`src/rtl/fpa_arbiter.sv`:
```
// fpa_arbiter: round-robin sequencer sharing one FP adder among NREQ clients.
// Optional watchdog abort is built in when FPA_ARB_WDOG_EN is defined.
module fpa_arbiter #(
    parameter int NREQ        = 4,
    parameter int WIDTH       = 32,
    parameter int WDOG_CYCLES = 255
) (
    input  logic                  clk,
    input  logic                  rst,
    input  logic [NREQ-1:0]       req,
    input  logic [NREQ*WIDTH-1:0] a_in,
    input  logic [NREQ*WIDTH-1:0] b_in,
    input  logic [NREQ-1:0]       op_in,
    output logic [NREQ-1:0]       gnt,
    output logic [NREQ-1:0]       rsp_valid,
    output logic [WIDTH-1:0]      rsp_data,
    output logic                  rsp_err,
    output logic                  busy,
    output logic                  fpa_start,
    output logic                  fpa_rst,
    output logic [WIDTH-1:0]      fpa_a,
    output logic [WIDTH-1:0]      fpa_b,
    output logic                  fpa_op,
    input  logic                  fpa_done,
    input  logic [WIDTH-1:0]      fpa_result
);
    localparam int IW = (NREQ > 1) ? $clog2(NREQ) : 1;

`ifdef FPA_ARB_WDOG_EN
    typedef enum logic [2:0] {
        S_INIT, S_IDLE, S_ISSUE, S_LAUNCH, S_BUSY, S_RESP, S_ABORT
    } state_t;
`else
    typedef enum logic [2:0] {
        S_INIT, S_IDLE, S_ISSUE, S_LAUNCH, S_BUSY, S_RESP
    } state_t;
`endif

    state_t state, state_d;
    logic [IW-1:0] ptr, idx, idx_d, win, cand, ptr_nx;
    logic found, take, resp_d, frst_d;
    logic [NREQ-1:0] oh_d;

    // first set request at or above ptr, wrapping
    always_comb begin
        win   = ptr;
        cand  = ptr;
        found = 1'b0;
        for (int k = 0; k < NREQ; k++) begin
            cand = IW'((int'(ptr) + k) % NREQ);
            if (!found && req[cand]) begin
                found = 1'b1;
                win   = cand;
            end
        end
    end

    assign ptr_nx = (int'(win) == NREQ - 1) ? '0 : win + 1'b1;
    assign take   = (state == S_IDLE) && fpa_done && found;
    assign idx_d  = take ? win : idx;

    always_comb begin
        oh_d        = '0;
        oh_d[idx_d] = 1'b1;
    end

`ifdef FPA_ARB_WDOG_EN
    localparam int CW = ($clog2(WDOG_CYCLES + 1) > 8) ?
                        $clog2(WDOG_CYCLES + 1) : 8;
    logic [CW-1:0] cnt;
    logic          wdog_hit;

    // fires on the WDOG_CYCLES-th cycle spent in LAUNCH/BUSY
    assign wdog_hit = (cnt == CW'(WDOG_CYCLES - 1));

    always_ff @(posedge clk or negedge rst) begin
        if (!rst) begin
            cnt     <= '0;
            rsp_err <= 1'b0;
        end else begin
            rsp_err <= (state_d == S_ABORT);
            if (state == S_ISSUE)
                cnt <= '0;
            else if (state == S_LAUNCH || state == S_BUSY)
                cnt <= cnt + 1'b1;
        end
    end
`else
    assign rsp_err = 1'b0;
`endif

    always_comb begin
        state_d = state;
        unique case (state)
            S_INIT:   state_d = S_IDLE;
            S_IDLE:   if (take) state_d = S_ISSUE;
            S_ISSUE:  state_d = S_LAUNCH;
            S_LAUNCH: begin
                if (!fpa_done) state_d = S_BUSY;
`ifdef FPA_ARB_WDOG_EN
                else if (wdog_hit) state_d = S_ABORT;
`endif
            end
            S_BUSY: begin
                if (fpa_done) state_d = S_RESP;
`ifdef FPA_ARB_WDOG_EN
                else if (wdog_hit) state_d = S_ABORT;
`endif
            end
            S_RESP:   state_d = S_IDLE;
`ifdef FPA_ARB_WDOG_EN
            S_ABORT:  state_d = S_IDLE;
`endif
            default:  state_d = S_INIT;
        endcase
    end

    always_comb begin
        resp_d = (state_d == S_RESP);
        frst_d = (state_d == S_INIT);
`ifdef FPA_ARB_WDOG_EN
        resp_d = resp_d || (state_d == S_ABORT);
        frst_d = frst_d || (state_d == S_ABORT);
`endif
    end

    always_ff @(posedge clk or negedge rst) begin
        if (!rst) begin
            state     <= S_INIT;
            ptr       <= '0;
            idx       <= '0;
            gnt       <= '0;
            rsp_valid <= '0;
            rsp_data  <= '0;
            busy      <= 1'b1;
            fpa_start <= 1'b0;
            fpa_rst   <= 1'b1;
            fpa_a     <= '0;
            fpa_b     <= '0;
            fpa_op    <= 1'b0;
        end else begin
            state     <= state_d;
            idx       <= idx_d;
            gnt       <= (state_d == S_ISSUE) ? oh_d : '0;
            rsp_valid <= resp_d ? oh_d : '0;
            busy      <= (state_d != S_IDLE);
            fpa_start <= (state_d == S_ISSUE);
            fpa_rst   <= frst_d;
            if (take) begin
                ptr    <= ptr_nx;
                fpa_a  <= a_in[int'(win)*WIDTH +: WIDTH];
                fpa_b  <= b_in[int'(win)*WIDTH +: WIDTH];
                fpa_op <= op_in[win];
            end
            if (state == S_BUSY && fpa_done)
                rsp_data <= fpa_result;
`ifdef FPA_ARB_WDOG_EN
            else if (state_d == S_ABORT)
                rsp_data <= '0;
`endif
        end
    end

endmodule

```
`config.mk`:
```
export PLATFORM = sky130hd
export DESIGN_NAME = fpa_arbiter
export DESIGN_NICKNAME = d
export VERILOG_FILES = /design/src/rtl/fpa_arbiter.sv
export SDC_FILE = /design/constraint.sdc
export NUM_CORES = 1
export LEC_CHECK = 0
export BUFFER_PORTS_ARGS = -buffer_cell sky130_fd_sc_hd__buf_4
export CORE_AREA = 3 3 159 161
export DETAILED_ROUTE_END_ITERATION = 10
export DIE_AREA = 0 0 162 164
export PLACE_DENSITY_LB_ADDON = 0.15
export SKIP_CTS_REPAIR_TIMING = 1
export SLEW_MARGIN = 25
export SYNTH_ARGS = -nofsm -noshare
export SYNTH_HDL_FRONTEND = slang
export SYNTH_SLANG_ARGS = --single-unit
export TNS_END_PERCENT = 30
```
`constraint.sdc`:
```
create_clock -name clk -period 4.44 [get_ports clk]
set_input_delay 0.444 -clock clk [delete_from_list [all_inputs] [get_ports clk]]
set_output_delay 0.444 -clock clk [all_outputs]
set_load 0.1 [all_outputs]
```
**After elaboration in Yosys (flattened, before gate mapping)**

Cells that the tools add are included.

- Equality and inequality tests: 9
- Reductions and logical operators: 13
- Bitwise operators: 0
- Shift operators: 2
- Mux-type cells: 27
- Order comparisons: 7
- Multipliers: 0
- Divide/modulo/power cells: 0
- $add $sub $neg: 4

Operators with widths:

| kind | count |
|---|---|
| $shiftx 128x8->32 | 2 |
| $lt 2x3->1 const B | 6 |
| $pmux 3 s5 | 1 |
| $bmux 1 s2 | 5 |
| $mux 1 | 10 |
| $mux 2 | 5 |
| $eq 3x2->1 const B | 3 |
| $eq 3x3->1 const B | 3 |
| $mux 3 | 3 |
| $mux 4 | 2 |
| $logic_and 1x1->1 | 7 |
| $logic_not 3->1 | 2 |
| $add 2x1->2 const B | 2 |
| $add 2x2->2 const B | 2 |
| $eq 3x1->1 const B | 1 |
| $logic_not 1->1 | 3 |
| $ne 3x1->1 const B | 1 |
| $demux 1 s2 | 1 |
| $eq 2x1->1 const B | 1 |
| $ge 2x1->1 const B | 1 |
| $reduce_or 2->1 | 1 |

- RAM bits: 0
- Output and inout port bits: 109
- ROM bits: 0
- Register bits after elaboration: 115
- Memories: 0
- Bits in latches: 0

**Logic depth before layout (Yosys ltp)**

- Depth in word-level cells: 19
- Depth in mapped cells: 9
- Gate-level depth less buffers: 6

**Least setup slack after synthesis**

No wires, ideal clock.

- Path type: input-to-reg
- From: in req[2]
- To: reg fpa_a[27]
- Arrival time: 1.904 ns
- Library setup time: 0.094 ns
- Setup slack: 2.442 ns
- Path buffers: 4
- Required time: 4.346 ns
- Cell stages on the path: 8
- Path through: buf_4 -> o41ai_2 -> or4_4 -> buf_6 -> inv_4 -> buf_6 -> buf_2 -> a221oi_2

- Longest elaborated chain between the ends: 13

Ends and longest elaborated chain:

| element | RTL line | source |
|---|---|---|
| start, declared | 10 | `input logic [NREQ-1:0] req,` |
| $bmux 1 s2 | 51 | `if (!found && req[cand]) begin` |
| $mux 1 (implied by the code) | 51 |  |
| $mux 1 | 51 |  |
| $logic_not 1->1 | 51 |  |
| $logic_and 1x1->1 | 51 |  |
| $mux 1 | 51 |  |
| $logic_not 1->1 | 51 |  |
| $logic_and 1x1->1 | 51 |  |
| $mux 1 | 51 |  |
| $logic_not 1->1 | 51 |  |
| $logic_and 1x1->1 | 51 |  |
| $mux 2 / $mux 1 (equally long branches) | 51 |  |
| $shiftx 128x8->32 / $logic_and 1x1->1 (equally long branches) | 151, 59 |  |
| end signal, assigned | 151 | `fpa_a <= a_in[int'(win)*WIDTH +: WIDTH];` |
| end, declared | 21 | `output logic [WIDTH-1:0] fpa_a,` |

Several ways; a longest one is shown, not always the timed one. The select of a mux whose other input is x is not followed.
A chain may end at the register's enable or synchronous reset.

==> flow_summary_export.csv <==
group,metric,value,unit
run_status,outcome,"finished, final reports clean",
grt,grt_max_degree,60,
timing,slew_violations,0,
synth,synth-seq-area-share,42.7,%
timing,fin_crit_sh,63.6,%
timing,finalSetupTns,0,ns
timing,grt_setup_unrepaired,"no",
timing,fin_ws,1.62,ns
cts,cts.clk_slew.worst_paths,0.07,ns
synth,avgSynthCellArea,9.94,µm²
synth,yosysWarnings,0,
worst_hold_path,hold_class,"input pin to async pin",
timing,tightestPinTransition,0.858,ns
synth,ys_types,50,
floorplanning,die_x,162,µm
cts,tritoncts,"done",
worst_setup_path,worstPathMaxFanout,40,
floorplanning,core_area,24100,µm²
synth,ys_ff_latch,115,
timing,clock.fmax,354,MHz
floorplanning,dieHeight,164,µm
final_layout,antenna_cells,0,
job,max_cap_violations,0,
drt,drtIter0Drc,327,
synth,synth-edff-count,0,
floorplanning,io_pins,408,
drt,antenna_left,0,
final_layout,fill_cells,2353,
grt,grt_pass1_vias,6828,
synth,syn_nets,977,
final_layout,final_common_cell,"buf_4",
power,ir_drop,0.000601,V
timing,hold_violations,0,
grt,grt_first_pass_wirelength,41500,µm
worst_setup_path,reg2reg_slack,1.62,ns
floorplanning,die_area,26600,µm²
cts,clk_latency,0.42,ns
timing,fin_crit,2.82,ns
floorplanning,rows,57,
timing,finalSetupViolCount,0,
worst_setup_path,worstSetupPathType,"flop to flop",
drt,viasPerCell,4.90,
synth,syn_area,6740,µm²
power,power_density,937,nW/µm²
synth,netlist_instances,678,
worst_setup_path,cp.required,4.70,ns
floorplanning,start_util,28.0,%
final_layout,area_growth,57.9,%
grt,overflow,0,
cts,cts_buffer_depth,2,
timing,finClkSkew,0.0147,ns
drt,routedWlPerCell,20.0,µm
drt,drc,0,
placement,dp_slack,1.56,ns
power,leakagePower,0.00513,µW
timing,relSlewSlack,42.8,%
cts,cts_buffers,17,
placement,numPortBuffers,406,
grt,grt_use_total,20.2,%
worst_setup_path,path_cells,"inv_2 > o31ai_4 > buf_4 > nand3_4 > buf_4 > a221oi_1 > a221oi_1",
cts,cts.sinks,115,
worst_setup_path,r2r_cells,7,
worst_setup_path,worstReg2RegEnd,"fpa_b[26]",
final_layout,final_cell_mix,"buf_4, dfrtp_1, nand2_1",
synth,synthFlopType,"dfrtp_1",
worst_setup_path,endpoint_kind,"flop",
grt,antenna_found_initial,0,
worst_setup_path,worstPathArrival,3.08,ns
placement,dpl.hpwl,20000,µm
worst_setup_path,cp-start-kind,"flop",
cts,cts_root_buf,"clkbuf_16",
worst_setup_path,slowest_delay,0.48,ns
drt,drt-total-wl,27700,µm
final_layout,post_route_cells_drive_above_1_share,47.1,%
final_layout,nNetsFinal,1350,
worst_setup_path,critical_path.slowest_cell,"dfrtp_1",
placement,gp_congestion,0.802,
synth,async_reset_ff_share,100,%
drt,dr.pass1.iters,5,
drt,num_vias,6795,
cts,htreeDepth,4,
## critical path, delay by kind of cell, from the launching register on
family	cells	cell delay, ns
AND/OR/NAND/NOR	1	0.41
AO/OA/AOI/OAI	3	0.78
flip-flops	1	0.48
buffers and inverters	3	0.91
## layout make-up
type / count / area (µm²) / area share [%]
flip-flops and latches: 115 / 2880 / 27.1
multi-input cells: 487 / 3470 / 32.6
inverters: 7 / 28.8 / 0.270
clock buffers: 17 / 425 / 4.00
clock inverters: 15 / 218 / 2.05
repair buffers: 423 / 3210 / 30.2
well taps: 324 / 405 / 3.81
## power by group
group          total [µW]  switching [µW]  internal, µW
sequential           1870             317          1550
clock                1530             570           958
combinational        6570            4980          1590
total                9970            5870          4100
## kinds of logic after synthesis
family / count (synthesis) / synth area share [%]
simple gates: 267 / 18.6
compound gates: 152 / 22.5
flops: 115 / 42.7
buf+inv: 76 / 6.22
mux: 66 / 9.80
xor+xnor: 1 / 0.130
other cells: 1 / 0.0556
## state kept, by name, indices dropped and copies added (netlist names), named ones only
signal	count
rsp_data	32
fpa_start	1
fpa_a	32
fpa_op	1
fpa_b	32
busy	1
gnt	4
idx	2
fpa_rst	1
ptr	1
state	3
rsp_valid	4
## cells in the mapped netlist, drive strengths merged, types with 2 or more instances
cell    number  area share, %
inv          7           0.43
dfstp        2           0.78
mux2i       66            9.8
and2        66            6.1
nor3         6           0.52
dfrtp      113             42
or4          3           0.45
a21oi        4           0.52
o21a         2           0.22
a221oi     131             20
nand2      104            5.8
buf         45            4.4
and3b        2           0.26
nor3b        3           0.33
clkbuf      24            1.4
o21ai        6           0.45
nor2        72            4.0
nor2b        4           0.37
## worst max path at each step
stage            from        end  slack (ns)  cells after the start
2_1_floorplan  req[2]  fpa_a[27]        2.44                      8
3_3_place_gp   req[2]  fpa_b[26]        1.57                      7
3_5_place_dp   req[2]  fpa_b[26]        1.56                      7
4_1_cts          flop  fpa_b[26]        1.59                      7
5_1_grt          flop  fpa_b[24]        1.37                      7
6_report         flop  fpa_b[26]        1.62                      7
## metrics by stage
step           cells  hold slack [ns]  total power [µW]  cell area [µm²]  util [%]
4_1_cts         1388            0.147             10100            10600      44.1
6_report        1388            0.130              9970            10600      44.1
5_1_grt         1388            0.183             10400            10600      44.1
3_3_place_gp    1356            0.458              8480            10000      41.5
2_1_floorplan    678            0.148              6950             6740         -
3_5_place_dp    1356            0.463              8510            10000      41.5
## per-layer routing
| metal | wire length (µm) | part of all wire [%] | up-vias | track usage, % |
|---|---|---|---|---|
| li1 | - | - | 3258 | - |
| met1 | 11200 | 40 | 3190 | 25.3 |
| met2 | 13600 | 49 | 312 | 33.7 |
| met3 | 2380 | 8.6 | 35 | 6.05 |
| met4 | 548 | 2.0 | 0 | 6.20 |
| met5 | 0 | 0 | - | 0 |
Note: power is estimated with default switching activity, not from simulation.
